===== src/rtl/mem_io_unit_pkg.sv =====
// Shared types and defaults for the memory/IO access stage.
// Holds FSM states, decoded access kinds and the access decoder.
package mem_io_pkg;

  localparam int          MEM_ADDR_W_DEF = 14;
  localparam logic [21:0] IO_BASE_HI_DEF = 22'h3FFFFF;
  localparam int          IO_TIMEOUT_DEF = 255;

  typedef enum logic [1:0] {
    ST_IDLE,
    ST_MEM_RD,
    ST_IO_WAIT,
    ST_DONE
  } state_t;

  typedef enum logic [2:0] {
    ACC_NONE,
    ACC_MEM_RD,
    ACC_MEM_WR,
    ACC_IO_RD,
    ACC_IO_WR
  } acc_t;

  // Load+store together is a store.
  function automatic acc_t decode_acc(
    input logic        rd,
    input logic        wr,
    input logic [31:0] a,
    input logic [21:0] base
  );
    logic isio;
    acc_t acc;
    isio = (a[31:10] == base);
    acc  = ACC_NONE;
    unique case (1'b1)
      wr:        acc = isio ? ACC_IO_WR : ACC_MEM_WR;
      rd && !wr: acc = isio ? ACC_IO_RD : ACC_MEM_RD;
      default:   acc = ACC_NONE;
    endcase
    return acc;
  endfunction

endpackage


===== src/rtl/mem_io_unit_if.sv =====
// RAM and IO device bus of the memory/IO stage.
// master: the access unit; slave: data RAM plus IO devices.
interface mem_io_unit_if #(
  parameter int MEM_ADDR_W = 14
);

  logic [MEM_ADDR_W-1:0] mem_addr;
  logic [31:0]           mem_wdata;
  logic                  mem_we;
  logic [31:0]           mem_rdata;
  logic [9:0]            io_addr;
  logic [31:0]           io_wdata;
  logic                  io_we;
  logic                  io_req;
  logic                  io_ack;
  logic [31:0]           io_rdata;

  modport master (
    output mem_addr, mem_wdata, mem_we,
    output io_addr, io_wdata, io_we, io_req,
    input  mem_rdata, io_ack, io_rdata
  );

  modport slave (
    input  mem_addr, mem_wdata, mem_we,
    input  io_addr, io_wdata, io_we, io_req,
    output mem_rdata, io_ack, io_rdata
  );

endinterface


===== src/rtl/mem_io_unit_io_timeout_counter.sv =====
// Loadable up-counter timing an outstanding IO request.
// Ports: clock, reset (sync, low), load (clear), en (count), tc.
module io_timeout_counter #(
  parameter int LIMIT = 255,
  parameter int W     = 8
) (
  input  logic clock,
  input  logic reset,
  input  logic load,
  input  logic en,
  output logic tc
);

  logic [W-1:0] count;

  always_ff @(posedge clock) begin
    if (!reset) begin
      count <= '0;
    end else if (load) begin
      count <= '0;
    end else if (en) begin
      count <= count + W'(1);
    end
  end

  assign tc = (count == W'(LIMIT - 1));

endmodule


===== src/rtl/mem_io_unit.sv =====
// Memory/IO access stage: sequences RAM and IO accesses, stalls core.
// Ports: clock, reset, MemRead/MemWrite/addr/wdata in; read_data/stall/misalign/io_err out; bus.
module mem_io_unit
  import mem_io_pkg::*;
#(
  parameter int          MEM_ADDR_W = MEM_ADDR_W_DEF,
  parameter logic [21:0] IO_BASE_HI = IO_BASE_HI_DEF,
  parameter int          IO_TIMEOUT = IO_TIMEOUT_DEF
) (
  input  logic          clock,
  input  logic          reset,
  input  logic          MemRead,
  input  logic          MemWrite,
  input  logic [31:0]   addr,
  input  logic [31:0]   wdata,
  output logic [31:0]   read_data,
  output logic          stall,
  output logic          misalign,
  output logic          io_err,
  mem_io_unit_if.master bus
);

  localparam int CNT_W = (IO_TIMEOUT > 1) ? $clog2(IO_TIMEOUT) : 1;

  state_t state;
  state_t state_nx;
  acc_t   acc;
  logic   active;
  logic   unaligned;
  logic   mem_we;
  logic   cnt_load;
  logic   cnt_en;
  logic   tc;

  assign active    = MemRead | MemWrite;
  assign unaligned = (addr[1:0] != 2'b00);
  // Misaligned accesses are dropped entirely.
  assign acc = unaligned ? ACC_NONE
             : decode_acc(MemRead, MemWrite, addr, IO_BASE_HI);

  assign bus.mem_addr  = addr[MEM_ADDR_W+1:2];
  assign bus.mem_wdata = wdata;
  assign bus.mem_we    = mem_we;

  io_timeout_counter #(
    .LIMIT (IO_TIMEOUT),
    .W     (CNT_W)
  ) u_tmo (
    .clock (clock),
    .reset (reset),
    .load  (cnt_load),
    .en    (cnt_en),
    .tc    (tc)
  );

  always_comb begin
    state_nx = state;
    stall    = 1'b0;
    mem_we   = 1'b0;
    cnt_load = 1'b0;
    cnt_en   = 1'b0;
    unique case (state)
      ST_IDLE: begin
        unique case (acc)
          ACC_MEM_WR: mem_we = 1'b1;
          ACC_MEM_RD: begin
            stall    = 1'b1;
            state_nx = ST_MEM_RD;
          end
          ACC_IO_RD, ACC_IO_WR: begin
            stall    = 1'b1;
            cnt_load = 1'b1;
            state_nx = ST_IO_WAIT;
          end
          default: ;
        endcase
      end
      ST_MEM_RD: begin
        stall    = 1'b1;
        state_nx = ST_DONE;
      end
      ST_IO_WAIT: begin
        stall = 1'b1;
        if (bus.io_ack || tc) begin
          state_nx = ST_DONE;
        end else begin
          cnt_en = 1'b1;
        end
      end
      ST_DONE: state_nx = ST_IDLE;
      default: state_nx = ST_IDLE;
    endcase
  end

  always_ff @(posedge clock) begin
    if (!reset) begin
      state        <= ST_IDLE;
      read_data    <= '0;
      bus.io_req   <= 1'b0;
      bus.io_we    <= 1'b0;
      bus.io_addr  <= '0;
      bus.io_wdata <= '0;
      io_err       <= 1'b0;
      misalign     <= 1'b0;
    end else begin
      state    <= state_nx;
      misalign <= (state == ST_IDLE) && active && unaligned;
      unique case (state)
        ST_IDLE: begin
          if (acc == ACC_IO_RD || acc == ACC_IO_WR) begin
            bus.io_req   <= 1'b1;
            bus.io_addr  <= addr[9:0];
            bus.io_wdata <= wdata;
            bus.io_we    <= (acc == ACC_IO_WR);
          end
        end
        ST_MEM_RD: read_data <= bus.mem_rdata;
        ST_IO_WAIT: begin
          // Ack on the terminal cycle still completes cleanly.
          if (bus.io_ack) begin
            bus.io_req <= 1'b0;
            if (!bus.io_we) read_data <= bus.io_rdata;
          end else if (tc) begin
            bus.io_req <= 1'b0;
            io_err     <= 1'b1;
            if (!bus.io_we) read_data <= '0;
          end
        end
        default: ;
      endcase
    end
  end

endmodule


===== src/flat_wrapper.sv =====
// flat-port wrapper written by rule: the top's interface ports become plain ports
module mem_io_unit_flat import mem_io_pkg::*;
#(
  parameter int          MEM_ADDR_W = MEM_ADDR_W_DEF,
  parameter logic [21:0] IO_BASE_HI = IO_BASE_HI_DEF,
  parameter int          IO_TIMEOUT = IO_TIMEOUT_DEF
)
  (clock, reset, MemRead, MemWrite, addr, wdata, read_data, stall, misalign, io_err, bus_mem_addr, bus_mem_wdata, bus_mem_we, bus_io_addr, bus_io_wdata, bus_io_we, bus_io_req, bus_mem_rdata, bus_io_ack, bus_io_rdata);
  mem_io_unit_if #(.MEM_ADDR_W(MEM_ADDR_W)) bus_i ();
  input  logic clock;
  input  logic reset;
  input  logic MemRead;
  input  logic MemWrite;
  input  logic [31:0] addr;
  input  logic [31:0] wdata;
  output logic [31:0] read_data;
  output logic stall;
  output logic misalign;
  output logic io_err;
  output wire logic [$bits(bus_i.mem_addr)-1:0] bus_mem_addr;
  output wire logic [$bits(bus_i.mem_wdata)-1:0] bus_mem_wdata;
  output wire logic [$bits(bus_i.mem_we)-1:0] bus_mem_we;
  output wire logic [$bits(bus_i.io_addr)-1:0] bus_io_addr;
  output wire logic [$bits(bus_i.io_wdata)-1:0] bus_io_wdata;
  output wire logic [$bits(bus_i.io_we)-1:0] bus_io_we;
  output wire logic [$bits(bus_i.io_req)-1:0] bus_io_req;
  input wire logic [$bits(bus_i.mem_rdata)-1:0] bus_mem_rdata;
  input wire logic [$bits(bus_i.io_ack)-1:0] bus_io_ack;
  input wire logic [$bits(bus_i.io_rdata)-1:0] bus_io_rdata;
  assign bus_mem_addr = bus_i.mem_addr;
  assign bus_mem_wdata = bus_i.mem_wdata;
  assign bus_mem_we = bus_i.mem_we;
  assign bus_io_addr = bus_i.io_addr;
  assign bus_io_wdata = bus_i.io_wdata;
  assign bus_io_we = bus_i.io_we;
  assign bus_io_req = bus_i.io_req;
  assign bus_i.mem_rdata = bus_mem_rdata;
  assign bus_i.io_ack = bus_io_ack;
  assign bus_i.io_rdata = bus_io_rdata;
  mem_io_unit #(.MEM_ADDR_W(MEM_ADDR_W), .IO_BASE_HI(IO_BASE_HI), .IO_TIMEOUT(IO_TIMEOUT)) u_core (.clock(clock), .reset(reset), .MemRead(MemRead), .MemWrite(MemWrite), .addr(addr), .wdata(wdata), .read_data(read_data), .stall(stall), .misalign(misalign), .io_err(io_err), .bus(bus_i));
endmodule

===== config.mk =====
export PLATFORM = sky130hd
export DESIGN_NAME = mem_io_unit_flat
export DESIGN_NICKNAME = d
export VERILOG_FILES = /design/src/rtl/mem_io_unit_pkg.sv /design/src/rtl/mem_io_unit_if.sv /design/src/rtl/mem_io_unit_io_timeout_counter.sv /design/src/rtl/mem_io_unit.sv /design/src/flat_wrapper.sv
export SDC_FILE = /design/constraint.sdc
export NUM_CORES = 1
export LEC_CHECK = 0
export ABC_AREA = 1
export CAP_MARGIN = 20
export CORE_UTILIZATION = 38
export CTS_CLUSTER_DIAMETER = 40
export DETAILED_ROUTE_END_ITERATION = 6
export PLACE_DENSITY_LB_ADDON = 0.05
export SLEW_MARGIN = 15
export SYNTH_ARGS = -nofsm -noshare
export SYNTH_HDL_FRONTEND = slang
export SYNTH_SLANG_ARGS = --single-unit

===== constraint.sdc =====
create_clock -name clock -period 1.8 [get_ports clock]
set_input_delay 0.18 -clock clock [delete_from_list [all_inputs] [get_ports clock]]
set_output_delay 0.18 -clock clock [all_outputs]
set_load 0.02 [all_outputs]

==> results of run 1 <==
-- layout by cell type (no fill, tap or decap), types with 3 or more instances in the layout --
cell             Yosys  routed
nand2_1            145     145
ha_1                 7       7
a21oi_1             39      39
nor2_2              25      26
nor2_1              75      74
dfxtp_1             88      88
o21ai_1             16      16
dlymetal6s2s_1       0       5
clkdlybuf4s50_1      0     251
inv_1               15      15
clkbuf_16            0       9
o21ai_0             26      26
buf_4               48      26
nand4_1              3       3
nand3_1             75      74
buf_12               0       3
-- critical path, cell delays in order (launching register included) --
cell and delay [ns]:
dfxtp_1 0.35, inv_1 0.09, ha_1 0.15, nand3_1 0.15, o21ai_4 0.35, nand2_1 0.15, buf_12 0.20, nand2_1 0.07
a21oi_1 0.06
-- sequential cells by signal, summed over array words and instances (netlist names) --
register,flops
u_core.read_data,32
u_core.bus.io_req,1
u_core.bus.io_we,1
u_core.bus.io_wdata,32
u_core.misalign,1
u_core.u_tmo.count,8
u_core.state,2
u_core.io_err,1
u_core.bus.io_addr,10
-- through the flow --
| stage | std cells | setup WS (ns) |
|---|---|---|
| 2_1_floorplan | 623 | 0.216 |
| 3_3_place_gp | 970 | -0.329 |
| 3_5_place_dp | 970 | -0.405 |
| 4_1_cts | 986 | 0.00107 |
| 5_1_grt | 987 | -0.0329 |
| 6_report | 987 | 0.0989 |
-- cell usage after synthesis (all sizes together) --
cell type,count
o21a,2
nand2,146
xnor2,2
clkinv,2
nor2,102
and3,1
clkbuf,10
or2,2
nor4,2
nand3,77
dfxtp,88
a21oi,40
nand4,3
buf,73
ha,7
nand3b,2
xor2,2
inv,18
o21ai,44
-- worst paths after layout --
kind                                  to  slack [ns]
setup / recovery     u_core.read_data[0]         0.1
hold / removal    u_core.bus.io_wdata[1]        0.45
setup reg to reg     u_core.read_data[0]         0.1
hold reg to reg     u_core.read_data[13]        0.46
-- power breakdown --
part / internal (mW) / leakage (nW) / switching [mW] / total [mW]
logic: 1.32 / 2.19 / 1.63 / 2.94
registers: 2.19 / 0.713 / 0.123 / 2.32
clock network: 0.987 / 0.136 / 0.806 / 1.79
total: 4.50 / 3.04 / 2.56 / 7.05
-- metal layers --
| layer | global-route usage (%) | up-vias | part of all wire (%) |
|---|---|---|---|
| met4 | 8.00 | 0 | 1.3 |
| met5 | 0 | - | 0 |
| met3 | 5.32 | 11 | 6.7 |
| li1 | - | 2407 | - |
| met1 | 26.1 | 2125 | 42 |
| met2 | 39.0 | 168 | 50 |
-- cells by family (layout without fill, tap and decap cells) --
logic type      after synthesis  in the layout  synth area share (%)
buf+inv                     103            324                  14.5
flops                        88             88                  39.4
compound gates               86             86                  10.1
xor+xnor                      4              4                 0.783
fa+ha+maj                     7              7                  1.96
simple gates                335            335                  33.3
-- area by class of cell --
class,count,area share [%]
clock inverters,6,0.691
flip-flops and latches,88,24.3
multi-input cells,432,28.6
repair buffers,288,39.5
clock buffers,10,3.30
well taps,143,2.47
inverters,20,1.11
-- repair_timing --
item,CTS,global route
pin swaps,0,7
endpoints found under the hold margin,0,0
setup buffers,0,1
endpoints found under the setup margin,2,37
gates resized for setup,7,12
==> flow_metrics.tcl, run 1 <==
set metrics [dict create \
    drv_cap 0 \
    syn_inst 623 \
    rsz0062_at_grt "yes" \
    syn_nets 763 \
    p_total_mw 7.05 \
    hold_slack_ns 0.445 \
    hold_start "wdata[1]" \
    cts_hold_buf 0 \
    grt_pass1_wl_microns 22300 \
    synthTopCellsByArea "dfxtp_1, nand2_1, nand3_1" \
    setup_tns_ns 0 \
    gp_congestion 0.826 \
    antenna_found_initial 0 \
    synth_top_cell_area_share_pct 39.4 \
    fillCellCount 1045 \
    ant_nets 0 \
    cts_tree "done" \
    cts_max_path_buffers 2 \
    multi_input_area_sq_mm 0.00207 \
    leakage_nw 3.04 \
    worstHoldPathCells 3 \
    period_share_pct 94.5 \
    dp_hpwl_microns 10200 \
    hold_class "input pin to register" \
    num_vias 4711 \
    wl_per_cell_microns 13.8 \
    tightest_slew_ns 0.405 \
    die_h_microns 111 \
    fin_area_sq_mm 0.00724 \
    ctsRootBufferMaster "clkbuf_16" \
    ys_warn_count 0 \
    slew_headroom_pct 72.9 \
    grt.overflow.total 0 \
    hold_viol_final 0 \
    worst_ep_arrival_time_ns 1.91 \
    critical_path_class "register to register" \
    fin_util_pct 63.2 \
    cts_buffers 9 \
    ys_seq_area_share_pct 39.4 \
    die_w_microns 111 \
    drv_slew 0 \
    clk_pin_slew_ns 0.07 \
    reg2reg_depth 8 \
    first_global_vias 4695 \
    period_needed_ns 1.70 \
    ios 259 \
    grt_max_degree 34 \
    ir_drop_uv 618 \
    track_usage_pct 22.2 \
    diodes 0 \
    power.density_mw_per_mm2 974 \
    drt_iter0_markers 222 \
    cts-htree-levels 3 \
    worstPathRequired_ns 2.01 \
    status "finished, final reports clean" \
    rows 39 \
    fmax_ghz 0.588 \
    regToRegStartpoint "u_core.u_tmo.count[0]" \
    setup_viol 0 \
    crit_path_max_fanout 32 \
    drc 0 \
    initial_core_util_pct 39.0 \
    drt-pass1-iter-count 6 \
    insertion_delay_ns 0.34 \
    ys_ff_latch 88 \
    portBuffers 258 \
    start_kind "register" \
    place_area_sq_mm 0.00692 \
    coreArea_sq_mm 0.0115 \
    cp-end-kind "register" \
    clock_sinks 88 \
    synth_area_sq_mm 0.00448 \
    nets 979 \
    syn2layout_area_growth_pct 61.8 \
    syn_area_per_cell_sq_um 7.18 \
    routed_wl_microns 13600 \
    startpoint "u_core.u_tmo.count[0]" \
    yosys.area.top_type "dfxtp_1" \
    layout-drive-gt1-share_pct 10.4 \
    finClkSkew_ns 0.0100 \
    die_area_sq_mm 0.0122 \
    register_area_sq_mm 0.00176 \
    synthDistinctLibCells 35 \
    vias_per_cell 4.77 \
]
(Power assumes the default switching activity.)
==> inputs of run 2 (changes only) <==
--- a/config.mk
+++ b/config.mk
@@ -9,3 +9,3 @@
 export CAP_MARGIN = 20
-export CORE_UTILIZATION = 38
+export CORE_UTILIZATION = 41
 export CTS_CLUSTER_DIAMETER = 40
==> constraint.sdc (replaced) <==
create_clock -name clock -period 2.1 [get_ports clock]
set_input_delay 0.42 -clock clock [delete_from_list [all_inputs] [get_ports clock]]
set_output_delay 0.42 -clock clock [all_outputs]
set_load 0.02 [all_outputs]
==> run 2 against run 1 <==
  * Register-to-register slack better by 0.22 ns
  * Non-clock buffer count is 5 lower
  * Clock-buffer cell count stayed put
  * Worst setup slack better by 0.012 ns
  * Highest routed layer unchanged
  * Sequential power is 15% lower
  * Critical path depth is 6 lower
  * Final area is 2.2% lower
  * Largest power group unchanged
  * Combinational power is 17% lower
  * Clock skew hardly changed
==> flow_metrics.tcl, run 2 (same netlist as run 1, synthesis figures left out) <==
set metrics [dict create \
    status "finished, final reports clean" \
    dp_hpwl_microns 10100 \
    wl_per_cell_microns 14.1 \
    ant_nets 0 \
    cts-htree-levels 3 \
    cpPeakStageDelay_ns 0.63 \
    rows 37 \
    top_regs "u_core.bus.io_wdata x32, u_core.read_data x32, u_core.bus.io_addr x10" \
    path_cells "clkdlybuf4s50_1, clkdlybuf4s50_1" \
    worstPathRequired_ns 1.68 \
    grt.overflow.total 0 \
    combPwrFrac_pct 43.5 \
    coreArea_sq_mm 0.0105 \
    most-common-layout-cells "clkdlybuf4s50_1, nand2_1, dfxtp_1, nand3_1, nor2_1" \
    die_area_sq_mm 0.0113 \
    insertion_delay_ns 0.35 \
    cts_buffers 9 \
    cts_max_path_buffers 2 \
    initial_core_util_pct 42.8 \
    drt_iter0_markers 233 \
    tightest_slew_ns 0.544 \
    nets 974 \
    period_needed_ns 1.99 \
    hold_class "register to register" \
    layout_commonest_cell "clkdlybuf4s50_1" \
    worst_ep_arrival_time_ns 1.57 \
    internal_power_mw 3.52 \
    drt-pass1-iter-count 4 \
    regToRegStartpoint "u_core.u_tmo.count[0]" \
    fin_util_pct 67.7 \
    reg2reg_slack_ns 0.32 \
    antenna_found_initial 0 \
    num_vias 4771 \
    r2r-end "u_core.read_data[22]" \
    drc 0 \
    crit_path_frequent_cell "clkdlybuf4s50_1" \
    worstHoldPathCells 2 \
    placedCellCount 955 \
    cp-end-kind "output port" \
    period_share_pct 94.7 \
    p_switching_mw 2.11 \
    first_global_vias 4760 \
    vias_per_cell 4.89 \
    diodes 0 \
    slew_headroom_pct 63.8 \
    seq_power_share_pct 35.2 \
    drv_slew 0 \
    reg2reg_depth 7 \
    hold_viol_final 0 \
    hold_start "u_core.read_data[15]" \
    netSwitchingFraction_pct 37.5 \
    grt_max_degree 41 \
    die_w_microns 106 \
    syn2layout_area_growth_pct 58.3 \
    path_buf_inv 2 \
    start_kind "input pin" \
    finClkSkew_ns 0.0104 \
    gp_congestion 0.799 \
    ctsRootBufferMaster "clkbuf_8" \
    critical_path_class "input pin to output port" \
    rsz0062_at_grt "no" \
    leakage_nw 2.97 \
    track_usage_pct 23.8 \
    clk_pin_slew_ns 0.09 \
    power.density_mw_per_mm2 795 \
    ios 259 \
    drv_cap 0 \
    setup_viol 0 \
    p_clk_share_pct 21.3 \
    die_h_microns 106 \
    min_to "u_core.read_data[15]" \
    ir_drop_uv 593 \
    worst_path_max_delay_cell "clkdlybuf4s50_1" \
    portBuffers 258 \
    clock_sinks 88 \
    crit_path_max_fanout 2 \
    cts_tree "done" \
    fmax_ghz 0.503 \
    cpLargestDelayFamily "buffers and inverters" \
    routed_wl_microns 13700 \
    cts_hold_buf 0 \
    layout-drive-gt1-share_pct 10.3 \
    grt_pass1_wl_microns 21700 \
    instances_no_fill 975 \
]
==> run 2: cell types whose count changed in the layout (fill, tap and decap cells not counted), sizes merged <==
| cell | before | now |
|---|---|---|
| clkdlybuf4s50 | 251 | 232 |
| buf | 32 | 27 |
| dlymetal6s2s | 5 | 2 |
| bufinv | 0 | 1 |
| dlygate4sd2 | 0 | 22 |
| inv | 20 | 19 |
==> run 2: power groups by stage <==
stage / clock (mW) / sequential, mW / combinational [mW]
after floorplan: 0 / 2.25 / 1.22
after global placement: 0 / 2.01 / 2.43
after detailed placement: 0 / 2.02 / 2.46
after CTS: 1.23 / 1.98 / 2.46
after global routing: 1.30 / 2.01 / 2.67
final: 1.20 / 1.98 / 2.45
==> run 2: what timing repair did <==
action,4_1_cts,5_1_grt
endpoints found under the setup margin,2,2
pin swaps,13,3
resized for setup,38,2
setup buffers,4,0
cloned,0,0
==> run 2: tightest hold or removal path, delay by kind of cell (launching register included) <==
kind               cells  cell delay [ns]
AOI/OAI and AO/OA      1             0.05
and+or+nand+nor        1             0.06
DFF                    1             0.31
==> run 2: cell type report <==
class	count	area (sq um)
timing repair buffer	283	2780
clock inverter	6	67.6
clock buffer	10	138
inverter	20	77.6
multi-input combinational	432	2090
sequential	88	1760
tap	136	170
fill	913	3380
==> run 2: worst max-delay path by stage <==
stage / startpoint / to / slack (ns) / cells past startpoint
2_1_floorplan: addr[0] / stall / 0.38 / 6
3_3_place_gp: addr[15] / stall / -0.51 / 10
3_5_place_dp: addr[14] / stall / -0.61 / 10
4_1_cts: addr[22] / stall / 0.001 / 10
5_1_grt: addr[14] / u_core.bus.io_wdata[31] / 0.0001 / 14
6_report: wdata[20] / bus_mem_wdata[20] / 0.11 / 2
==> run 2: layer usage <==
layer / track usage (%) / share of wire, % / vias up
met5: 0 / 0 / -
met1: 26.5 / 40 / 2146
met3: 6.38 / 9.1 / 29
li1: - / - / 2388
met4: 10.3 / 2.7 / 0
met2: 42.3 / 48 / 208
==> run 2: per-stage QoR <==
stage          worst slack, ns  TNS [ns]  area [sq um]  total power, mW  hold slack [ns]
2_1_floorplan            0.381         0          4480             3.47            0.466
3_3_place_gp            -0.509     -3.82          6850             4.44            0.441
3_5_place_dp            -0.610     -4.05          6850             4.48            0.449
5_1_grt              0.0000968         0          7080             5.98            0.476
6_report                 0.111         0          7080             5.63            0.462
4_1_cts                0.00137         0          7080             5.67            0.464
